==> src/rtl/mips_exec_ctrl.sv <==
// Decode/execute stage of the single-cycle MIPS-I core: control decode, ALU, branch compare.
// Define MIPS_MULDIV_EN to add MULT/MULTU/DIV/DIVU, MFHI/MFLO/MTHI/MTLO and the HI/LO registers.
module mips_exec_ctrl (
    input  logic        clk,
    input  logic        reset,
    input  logic        clk_enable,
    input  logic        active,
    input  logic [31:0] instr_readdata,
    input  logic [31:0] reg_data_a,
    input  logic [31:0] reg_data_b,
    output logic [31:0] alu_result,
    output logic        branch_taken,
    output logic [1:0]  pc_sel,
    output logic        reg_write_enable,
    output logic [1:0]  reg_addr_sel,
    output logic [1:0]  reg_data_sel,
    output logic        alu_sel,
    output logic        signextend_sel,
    output logic [1:0]  lwlr_sel,
    output logic        data_read,
    output logic        data_write,
    output logic [3:0]  byte_enable,
    output logic [1:0]  byte_offset
);
    localparam logic [5:0] OP_SPECIAL = 6'h00, OP_REGIMM = 6'h01, OP_J     = 6'h02, OP_JAL   = 6'h03;
    localparam logic [5:0] OP_BEQ     = 6'h04, OP_BNE    = 6'h05, OP_BLEZ  = 6'h06, OP_BGTZ  = 6'h07;
    localparam logic [5:0] OP_ADDIU   = 6'h09, OP_SLTI   = 6'h0A, OP_SLTIU = 6'h0B, OP_ANDI  = 6'h0C;
    localparam logic [5:0] OP_ORI     = 6'h0D, OP_XORI   = 6'h0E, OP_LUI   = 6'h0F;
    localparam logic [5:0] OP_LB      = 6'h20, OP_LH     = 6'h21, OP_LWL   = 6'h22, OP_LW    = 6'h23;
    localparam logic [5:0] OP_LBU     = 6'h24, OP_LHU    = 6'h25, OP_LWR   = 6'h26;
    localparam logic [5:0] OP_SB      = 6'h28, OP_SH     = 6'h29, OP_SW    = 6'h2B;

    localparam logic [5:0] FN_SLL  = 6'h00, FN_SRL  = 6'h02, FN_SRA  = 6'h03, FN_SLLV = 6'h04;
    localparam logic [5:0] FN_SRLV = 6'h06, FN_SRAV = 6'h07, FN_JR   = 6'h08, FN_JALR = 6'h09;
    localparam logic [5:0] FN_MFHI = 6'h10, FN_MTHI = 6'h11, FN_MFLO = 6'h12, FN_MTLO = 6'h13;
    localparam logic [5:0] FN_MULT = 6'h18, FN_MULTU = 6'h19, FN_DIV = 6'h1A, FN_DIVU = 6'h1B;
    localparam logic [5:0] FN_ADDU = 6'h21, FN_SUBU = 6'h23, FN_AND  = 6'h24, FN_OR   = 6'h25;
    localparam logic [5:0] FN_XOR  = 6'h26, FN_NOR  = 6'h27, FN_SLT  = 6'h2A, FN_SLTU = 6'h2B;

    localparam logic [4:0] RT_BLTZ = 5'h00, RT_BGEZ = 5'h01, RT_BLTZAL = 5'h10, RT_BGEZAL = 5'h11;

    logic [5:0]  opcode, funct;
    logic [4:0]  rt, shamt;
    logic [31:0] a, b, imm_sext, imm_zext, addr;

    assign opcode   = instr_readdata[31:26];
    assign rt       = instr_readdata[20:16];
    assign shamt    = instr_readdata[10:6];
    assign funct    = instr_readdata[5:0];
    assign a        = reg_data_a;
    assign b        = reg_data_b;
    assign imm_sext = {{16{instr_readdata[15]}}, instr_readdata[15:0]};
    assign imm_zext = {16'd0, instr_readdata[15:0]};
    assign addr     = a + imm_sext;

`ifdef MIPS_MULDIV_EN
    localparam logic [2:0] MD_NONE = 3'd0, MD_MULT = 3'd1, MD_MULTU = 3'd2, MD_DIV = 3'd3;
    localparam logic [2:0] MD_DIVU = 3'd4, MD_MTHI = 3'd5, MD_MTLO = 3'd6;

    logic [2:0]  md_op;
    logic [31:0] hi_q, lo_q, hi_d, lo_d;
`endif

    logic [31:0] result;
    logic        taken, wr_en, rd_en, st_en;

    always_comb begin
        result         = 32'd0;
        taken          = 1'b0;
        pc_sel         = 2'b00;
        wr_en          = 1'b0;
        reg_addr_sel   = 2'b00;
        reg_data_sel   = 2'b00;
        alu_sel        = 1'b0;
        signextend_sel = 1'b0;
        lwlr_sel       = 2'b00;
        rd_en          = 1'b0;
        st_en          = 1'b0;
        byte_enable    = 4'b0000;
`ifdef MIPS_MULDIV_EN
        md_op          = MD_NONE;
`endif
        // An all-zero word would otherwise decode as SLL r0 and raise a write strobe.
        if (instr_readdata != 32'd0) begin
            case (opcode)
                OP_SPECIAL: begin
                    wr_en        = 1'b1;
                    reg_addr_sel = 2'b01;
                    case (funct)
                        FN_SLL:  result = b << shamt;
                        FN_SRL:  result = b >> shamt;
                        FN_SRA:  result = $signed(b) >>> shamt;
                        FN_SLLV: result = b << a[4:0];
                        FN_SRLV: result = b >> a[4:0];
                        FN_SRAV: result = $signed(b) >>> a[4:0];
                        FN_ADDU: result = a + b;
                        FN_SUBU: result = a - b;
                        FN_AND:  result = a & b;
                        FN_OR:   result = a | b;
                        FN_XOR:  result = a ^ b;
                        FN_NOR:  result = ~(a | b);
                        FN_SLT:  result = {31'd0, $signed(a) < $signed(b)};
                        FN_SLTU: result = {31'd0, a < b};
                        FN_JR: begin
                            wr_en        = 1'b0;
                            reg_addr_sel = 2'b00;
                            pc_sel       = 2'b11;
                        end
                        FN_JALR: begin
                            pc_sel       = 2'b11;
                            reg_data_sel = 2'b10;
                        end
`ifdef MIPS_MULDIV_EN
                        FN_MFHI: result = hi_q;
                        FN_MFLO: result = lo_q;
                        FN_MTHI, FN_MTLO, FN_MULT, FN_MULTU, FN_DIV, FN_DIVU: begin
                            wr_en        = 1'b0;
                            reg_addr_sel = 2'b00;
                            case (funct)
                                FN_MTHI:  md_op = MD_MTHI;
                                FN_MTLO:  md_op = MD_MTLO;
                                FN_MULT:  md_op = MD_MULT;
                                FN_MULTU: md_op = MD_MULTU;
                                FN_DIV:   md_op = MD_DIV;
                                default:  md_op = MD_DIVU;
                            endcase
                        end
`endif
                        default: begin
                            wr_en        = 1'b0;
                            reg_addr_sel = 2'b00;
                        end
                    endcase
                end
                OP_REGIMM: begin
                    if (rt == RT_BLTZ || rt == RT_BLTZAL) begin
                        pc_sel = 2'b01;
                        taken  = a[31];
                    end else if (rt == RT_BGEZ || rt == RT_BGEZAL) begin
                        pc_sel = 2'b01;
                        taken  = ~a[31];
                    end
                    // The linking forms write r31 whether or not the branch is taken.
                    if (rt == RT_BLTZAL || rt == RT_BGEZAL) begin
                        wr_en        = 1'b1;
                        reg_addr_sel = 2'b10;
                        reg_data_sel = 2'b10;
                    end
                end
                OP_J:   pc_sel = 2'b10;
                OP_JAL: begin
                    pc_sel       = 2'b10;
                    wr_en        = 1'b1;
                    reg_addr_sel = 2'b10;
                    reg_data_sel = 2'b10;
                end
                OP_BEQ: begin
                    pc_sel = 2'b01;
                    taken  = (a == b);
                end
                OP_BNE: begin
                    pc_sel = 2'b01;
                    taken  = (a != b);
                end
                OP_BLEZ: begin
                    pc_sel = 2'b01;
                    taken  = a[31] | (a == 32'd0);
                end
                OP_BGTZ: begin
                    pc_sel = 2'b01;
                    taken  = ~a[31] & (a != 32'd0);
                end
                OP_ADDIU, OP_SLTI, OP_SLTIU: begin
                    wr_en          = 1'b1;
                    alu_sel        = 1'b1;
                    signextend_sel = 1'b1;
                    case (opcode)
                        OP_ADDIU: result = a + imm_sext;
                        OP_SLTI:  result = {31'd0, $signed(a) < $signed(imm_sext)};
                        default:  result = {31'd0, a < imm_sext};
                    endcase
                end
                OP_ANDI, OP_ORI, OP_XORI, OP_LUI: begin
                    wr_en   = 1'b1;
                    alu_sel = 1'b1;
                    case (opcode)
                        OP_ANDI: result = a & imm_zext;
                        OP_ORI:  result = a | imm_zext;
                        OP_XORI: result = a ^ imm_zext;
                        default: result = {instr_readdata[15:0], 16'd0};
                    endcase
                end
                OP_LB, OP_LH, OP_LBU, OP_LHU, OP_LW, OP_LWL, OP_LWR: begin
                    result         = addr;
                    wr_en          = 1'b1;
                    alu_sel        = 1'b1;
                    rd_en          = 1'b1;
                    byte_enable    = 4'b1111;
                    signextend_sel = (opcode != OP_LBU) && (opcode != OP_LHU);
                    reg_data_sel   = (opcode == OP_LW || opcode == OP_LWL || opcode == OP_LWR) ? 2'b11 : 2'b01;
                    if (opcode == OP_LWL) lwlr_sel = 2'b11;
                    if (opcode == OP_LWR) lwlr_sel = 2'b10;
                end
                OP_SB, OP_SH, OP_SW: begin
                    result         = addr;
                    alu_sel        = 1'b1;
                    signextend_sel = 1'b1;
                    st_en          = 1'b1;
                    case (opcode)
                        OP_SB:   byte_enable = 4'b0001 << addr[1:0];
                        OP_SH:   byte_enable = addr[1] ? 4'b1100 : 4'b0011;
                        default: byte_enable = 4'b1111;
                    endcase
                end
                default: ;
            endcase
        end
    end

    assign alu_result       = result;
    assign branch_taken     = taken;
    assign byte_offset      = result[1:0];
    assign reg_write_enable = wr_en & active;
    assign data_read        = rd_en & active;
    assign data_write       = st_en & active;

`ifdef MIPS_MULDIV_EN
    logic [63:0] prod_s, prod_u;
    logic [31:0] div_b, quot_s, rem_s;

    assign prod_s = $signed({{32{a[31]}}, a}) * $signed({{32{b[31]}}, b});
    assign prod_u = {32'd0, a} * {32'd0, b};
    assign div_b  = (b == 32'd0) ? 32'd1 : b;
    assign quot_s = $signed(a) / $signed(div_b);
    assign rem_s  = $signed(a) % $signed(div_b);

    always_comb begin
        hi_d = hi_q;
        lo_d = lo_q;
        case (md_op)
            MD_MULT:  {hi_d, lo_d} = prod_s;
            MD_MULTU: {hi_d, lo_d} = prod_u;
            MD_DIV: if (b != 32'd0) begin
                lo_d = quot_s;
                hi_d = rem_s;
            end
            MD_DIVU: if (b != 32'd0) begin
                lo_d = a / div_b;
                hi_d = a % div_b;
            end
            MD_MTHI:  hi_d = a;
            MD_MTLO:  lo_d = a;
            default: ;
        endcase
    end

    always_ff @(posedge clk) begin
        if (reset) begin
            hi_q <= 32'd0;
            lo_q <= 32'd0;
        end else if (clk_enable && active) begin
            hi_q <= hi_d;
            lo_q <= lo_d;
        end
    end
`else
    // Without HI/LO the core clock and enable have no sink in this stage.
    logic unused_hilo_inputs;
    assign unused_hilo_inputs = clk ^ reset ^ clk_enable;
`endif

endmodule

==> config.mk <==
export PLATFORM = sky130hd
export DESIGN_NAME = mips_exec_ctrl
export DESIGN_NICKNAME = d
export VERILOG_FILES = /design/src/rtl/mips_exec_ctrl.sv
export SDC_FILE = /design/constraint.sdc
export NUM_CORES = 1
export LEC_CHECK = 0
export ABC_CLOCK_PERIOD_IN_PS = 7300
export BUFFER_PORTS_ARGS = -buffer_cell sky130_fd_sc_hd__clkbuf_2
export CELL_PAD_IN_SITES_DETAIL_PLACEMENT = 0
export CELL_PAD_IN_SITES_GLOBAL_PLACEMENT = 1
export CORE_MARGIN = 2
export CORE_UTILIZATION = 46
export DETAILED_ROUTE_END_ITERATION = 6
export GPL_ROUTABILITY_DRIVEN = 1
export PLACE_DENSITY_LB_ADDON = 0.05
export SYNTH_ARGS = -nofsm -noshare
export SYNTH_HDL_FRONTEND = slang
export SYNTH_SLANG_ARGS = --single-unit
==> constraint.sdc <==
create_clock -name vclk -period 7.3
set_input_delay 1.46 -clock vclk [all_inputs]
set_output_delay 1.46 -clock vclk [all_outputs]
set_load 0.005 [all_outputs]
* Yosys cells after proc, flatten, opt, wreduce, memory -nomap -nowiden
Index checks and enable logic that the tools add are counted.
** Operators by class
- Magnitude comparators :: 4
- Div/mod/pow operators :: 0
- Multipliers :: 0
- Add/sub/neg operators :: 3
- Shifts and indexed selects :: 7
- Equal/unequal tests :: 46
- Reduce and logical (&&, ||, !) cells :: 24
- Muxes and demuxes :: 42
- Bitwise gates (word level) :: 13
** Operators with widths (count)
- $pmux 32 s14 :: 1
- $pmux 32 s4 :: 1
- $eq 6x6->1 const B :: 18
- $lt 32x32->1 :: 3
- $pmux 32 s3 :: 1
- $add 32x32->32 :: 2
- $pmux 32 s2 :: 1
- $reduce_bool 32->1 :: 2
- $shl 32x5->32 :: 2
- $shr 32x5->32 :: 2
- $sshr 32x5->32 :: 2
- $eq 6x4->1 const B :: 9
- $eq 6x3->1 const B :: 7
- $and 32x16->32 :: 1
- $and 32x32->32 :: 1
- $eq 32x32->1 :: 1
- $logic_not 32->1 :: 1
- $lt 32x16->1 :: 1
- $mux 32 :: 1
- $ne 32x32->1 :: 1
- $not 32->32 :: 1
- $or 32x16->32 :: 1
- $or 32x32->32 :: 1
- $sub 32x32->32 :: 1
- other kinds (32) :: 77
** Storage, ports and cells
- Bits in latches :: 0
- Memories kept :: 0
- RAM bits :: 0
- Logic and storage cells :: 139
- ROM bits :: 0
- Bits in registers :: 0
- Output and inout bits :: 52
- Bits of input ports :: 100

* Depth between registers and ports, before layout
- Depth in word-level cells :: 6
- Depth in mapped cells :: 16
- Gate-level depth less buffers :: 13

* Least setup slack after synthesis
No wires, ideal clock.
- Path kind :: input to output
- Start point :: in instr_readdata[5]
- End point :: out byte_offset[1]
- Required time :: 5.840 ns
- Path buffers :: 6
- Stages :: 15
- Slack :: 1.139 ns
- Arrival :: 4.701 ns
- Path through :: buf_2 or4b_1 buf_6 nor2_8 mux2i_1 buf_2 buf_2 clkbuf_1 nand2_1 o21ai_0 a21oi_1 o211ai_1 a32oi_1 a221oi_1 buf_4
** Between the ends
- Word-level cells in the longest chain between the ends :: 4
- Elaborated cells between the ends (all ways) :: 18
- Classes of those cells :: eq/ne: 13; mux: 3; reduce/logical: 2
** RTL lines
- start, declared :: RTL line 8 : input logic [31:0] instr_readdata,
- $eq 6x6->1, or another cell as far along :: RTL line 89 : case (funct)
- $pmux 32 s14 :: RTL line 89
- $pmux 32 s4 :: RTL line 85 : case (opcode)
- $mux 32 (*) :: RTL line 84 : if (instr_readdata != 32'd0) begin
- end, declared :: RTL line 23 : output logic [1:0] byte_offset
Every way passes the cells marked *; elsewhere a longest branch is shown, timed or not.

* Worst setup path after layout
- Start point :: in instr_readdata[3]
- End point :: out alu_result[9]
** Between the ends
- Word-level cells in the longest chain between the ends :: 4
- Elaborated cells between the ends (all ways) :: 20
- Classes of those cells :: add/sub: 1; eq/ne: 13; mux: 4; reduce/logical: 2
** RTL lines
- $add 32x32->32, or another cell as far along :: RTL line 54, 178
- $pmux 32 s2 or $pmux 32 s14 (tied branches) :: RTL line 177, 89
- $pmux 32 s4 :: RTL line 85
- $mux 32 (*) :: RTL line 84
- end, declared :: RTL line 11 : output logic [31:0] alu_result,
Marks and branches as above.

==> results.cfg <==
[setup_path]
critPathArrivalTime_ns = 5.86
critPathCaptureType = output port
path_buf_inv = 4
crit_required_ns = 5.84
crit_chain = clkbuf_2 -> or4b_1 -> buf_12 -> nor2_8 -> mux2i_4 -> buf_12 -> mux4_2 -> mux2i_1 -> mux2i_1 -> a32o_1 -> nor4_1 -> a221oi_1 -> clkbuf_2
start_kind = input port
critical_path_peak_fanout = 37
path_class = input port to output port
cp_slowest_cell = nor4_1
path_delay_family = simple AND/OR/NAND/NOR gates
cp-startpoint = instr_readdata[3]
critical_path.max_stage_delay_ns = 0.93

[logic_synthesis]
syn_avg_cell_area_um2 = 6.771
yosys.area.top_type = ha_1
synth.area.top_cells = ha_1 16%, mux2i_1 11%, a21oi_1 7.9%
synth-seq-area-share = 0
syn-cell-area_um2 = 15500
ys_warn_count = 0
synth_cell_types = 87
syn_nets = 2585
synth_top_area_share = 0.1558
syn_inst = 2289

[grt]
grt_max_degree = 99
grt_pass1_wl_mm = 126.2
grt_usage = 0.4770
grt_pass1_vias = 18390
gr-total-overflow = 0
antenna_found_initial = 4

[finish]
syn2layout_area_growth_pct = 11.51
final_cell_mix = 244 x a21oi_1, 217 x nand2_1, 193 x ha_1
mostFrequentLayoutCell = a21oi_1
design.seq.count = 0
final_cells = 2843
register_area_um2 = 0
clkbuf_count = 0
num-nets-final = 2692
drive_above_1_share = 0.1583

[pwr]
ir_drop_v = 0.00004922
power_density_nw_per_um2 = 81.46
leakagePower_nw = 7.719

[timing]
final_max_slew_viol_count = 0
period_share = 1.003
hold_ws_ns = 3.294
setup_slack_ns = -0.01979
worst_pin_slew_ns = 1.227
fmax_ghz = 0.1366
setup_violations = 1
min_period_ns = 7.320
hold_viol = 0
slew_headroom = 0.1822
rsz0062_at_grt = no

[route]
vias = 20200
drtPass1Iterations = 6
drc = 0
final_antenna_net_count = 0
wirelength_mm = 88.01
drt_iter0_drc = 3120
vias_per_cell = 7.105
drt-wirelength-per-cell_um = 30.96

[die]
dieWidth_um = 187.6
initial_utilization = 0.4645
chipHeight_um = 187.6
design.core.area_um2 = 33360
fp-row-count = 67
dieArea_um2 = 35180
ioPinCount = 152

[clock_network]
cts_resized = 0
cts_setup_buffers = 0
cts_hold_buf = 0

[run]
cap_violations = 0

[run_status]
status = complete, but fails checks
violations = setup timing

[worst_hold_path]
hold_start = active
hold_path.class = input port to output port

[place]
dp.cells = 2842
finalWeightedCongestion = 1.150
place.port_buffers = 149
hpwl_mm = 69.65
[where the power goes]
group / internal [mW] / switching [mW]
logic: 0.489 / 0.918
registers: 0 / 0
clock network: 0.00000000928 / 0
[cells in the mapped netlist (all sizes together) (12+ instances only)]
master,instances
a21oi,248
nand2,219
ha,193
nor2,188
mux2i,164
clkbuf,137
o21ai,137
inv,132
xnor2,75
buf,56
nor3,52
nand3,51
o22ai,51
a211oi,44
a22oi,39
o211ai,38
mux4,36
a21o,31
a31oi,31
nand2b,24
nor4,24
o221ai,24
a221oi,21
nor2b,20
nand4,18
o21bai,18
xor2,16
a32oi,14
and3,14
a311oi,12
o21a,12
[path summary, 6_finish.rpt]
check	endpoint	slack (ns)	cells past startpoint
setup / recovery	alu_result[9]	-0.02	13
hold / removal	data_read	3.29	4
[cell families after synthesis]
kind of cell	Yosys count	synth area share
mux	208	0.1643
fa+ha+maj	196	0.1597
compound gates	807	0.3397
xor+xnor	91	0.05142
buf+inv	325	0.08412
simple gates	662	0.2008
[metal layers]
| layer | vias to the layer above | track usage | wire (um) |
|---|---|---|---|
| met3 | 365 | 0.1353 | 12170 |
| met2 | 1667 | 0.6809 | 34790 |
| met5 | - | 0 | 40 |
| met4 | 6 | 0.2847 | 6825 |
| li1 | 8704 | - | - |
| met1 | 9457 | 0.6340 | 34180 |
[stage by stage]
step           setup WS, ns  instance area, um2  power [mW]  utilization   TNS, ns
2_1_floorplan         1.139               15500      0.8268            -         0
3_3_place_gp         0.2851               17280       1.323       0.5179         0
3_5_place_dp         0.2403               17280       1.330       0.5179         0
4_1_cts              0.2403               17280       1.337       0.5179         0
5_1_grt            0.002451               17280       1.468       0.5179         0
6_report           -0.01979               17280       1.408       0.5180  -0.01979
[layout make-up]
| type | count | area (um2) |
|---|---|---|
| multi-input combinational | 1964 | 14260 |
| inverter | 132 | 495.5 |
| timing repair buffer | 298 | 1967 |
| antenna | 1 | 2.502 |
| tap | 448 | 560.5 |
| fill | 3511 | 16080 |
Power figures use the tool's default switching activity.
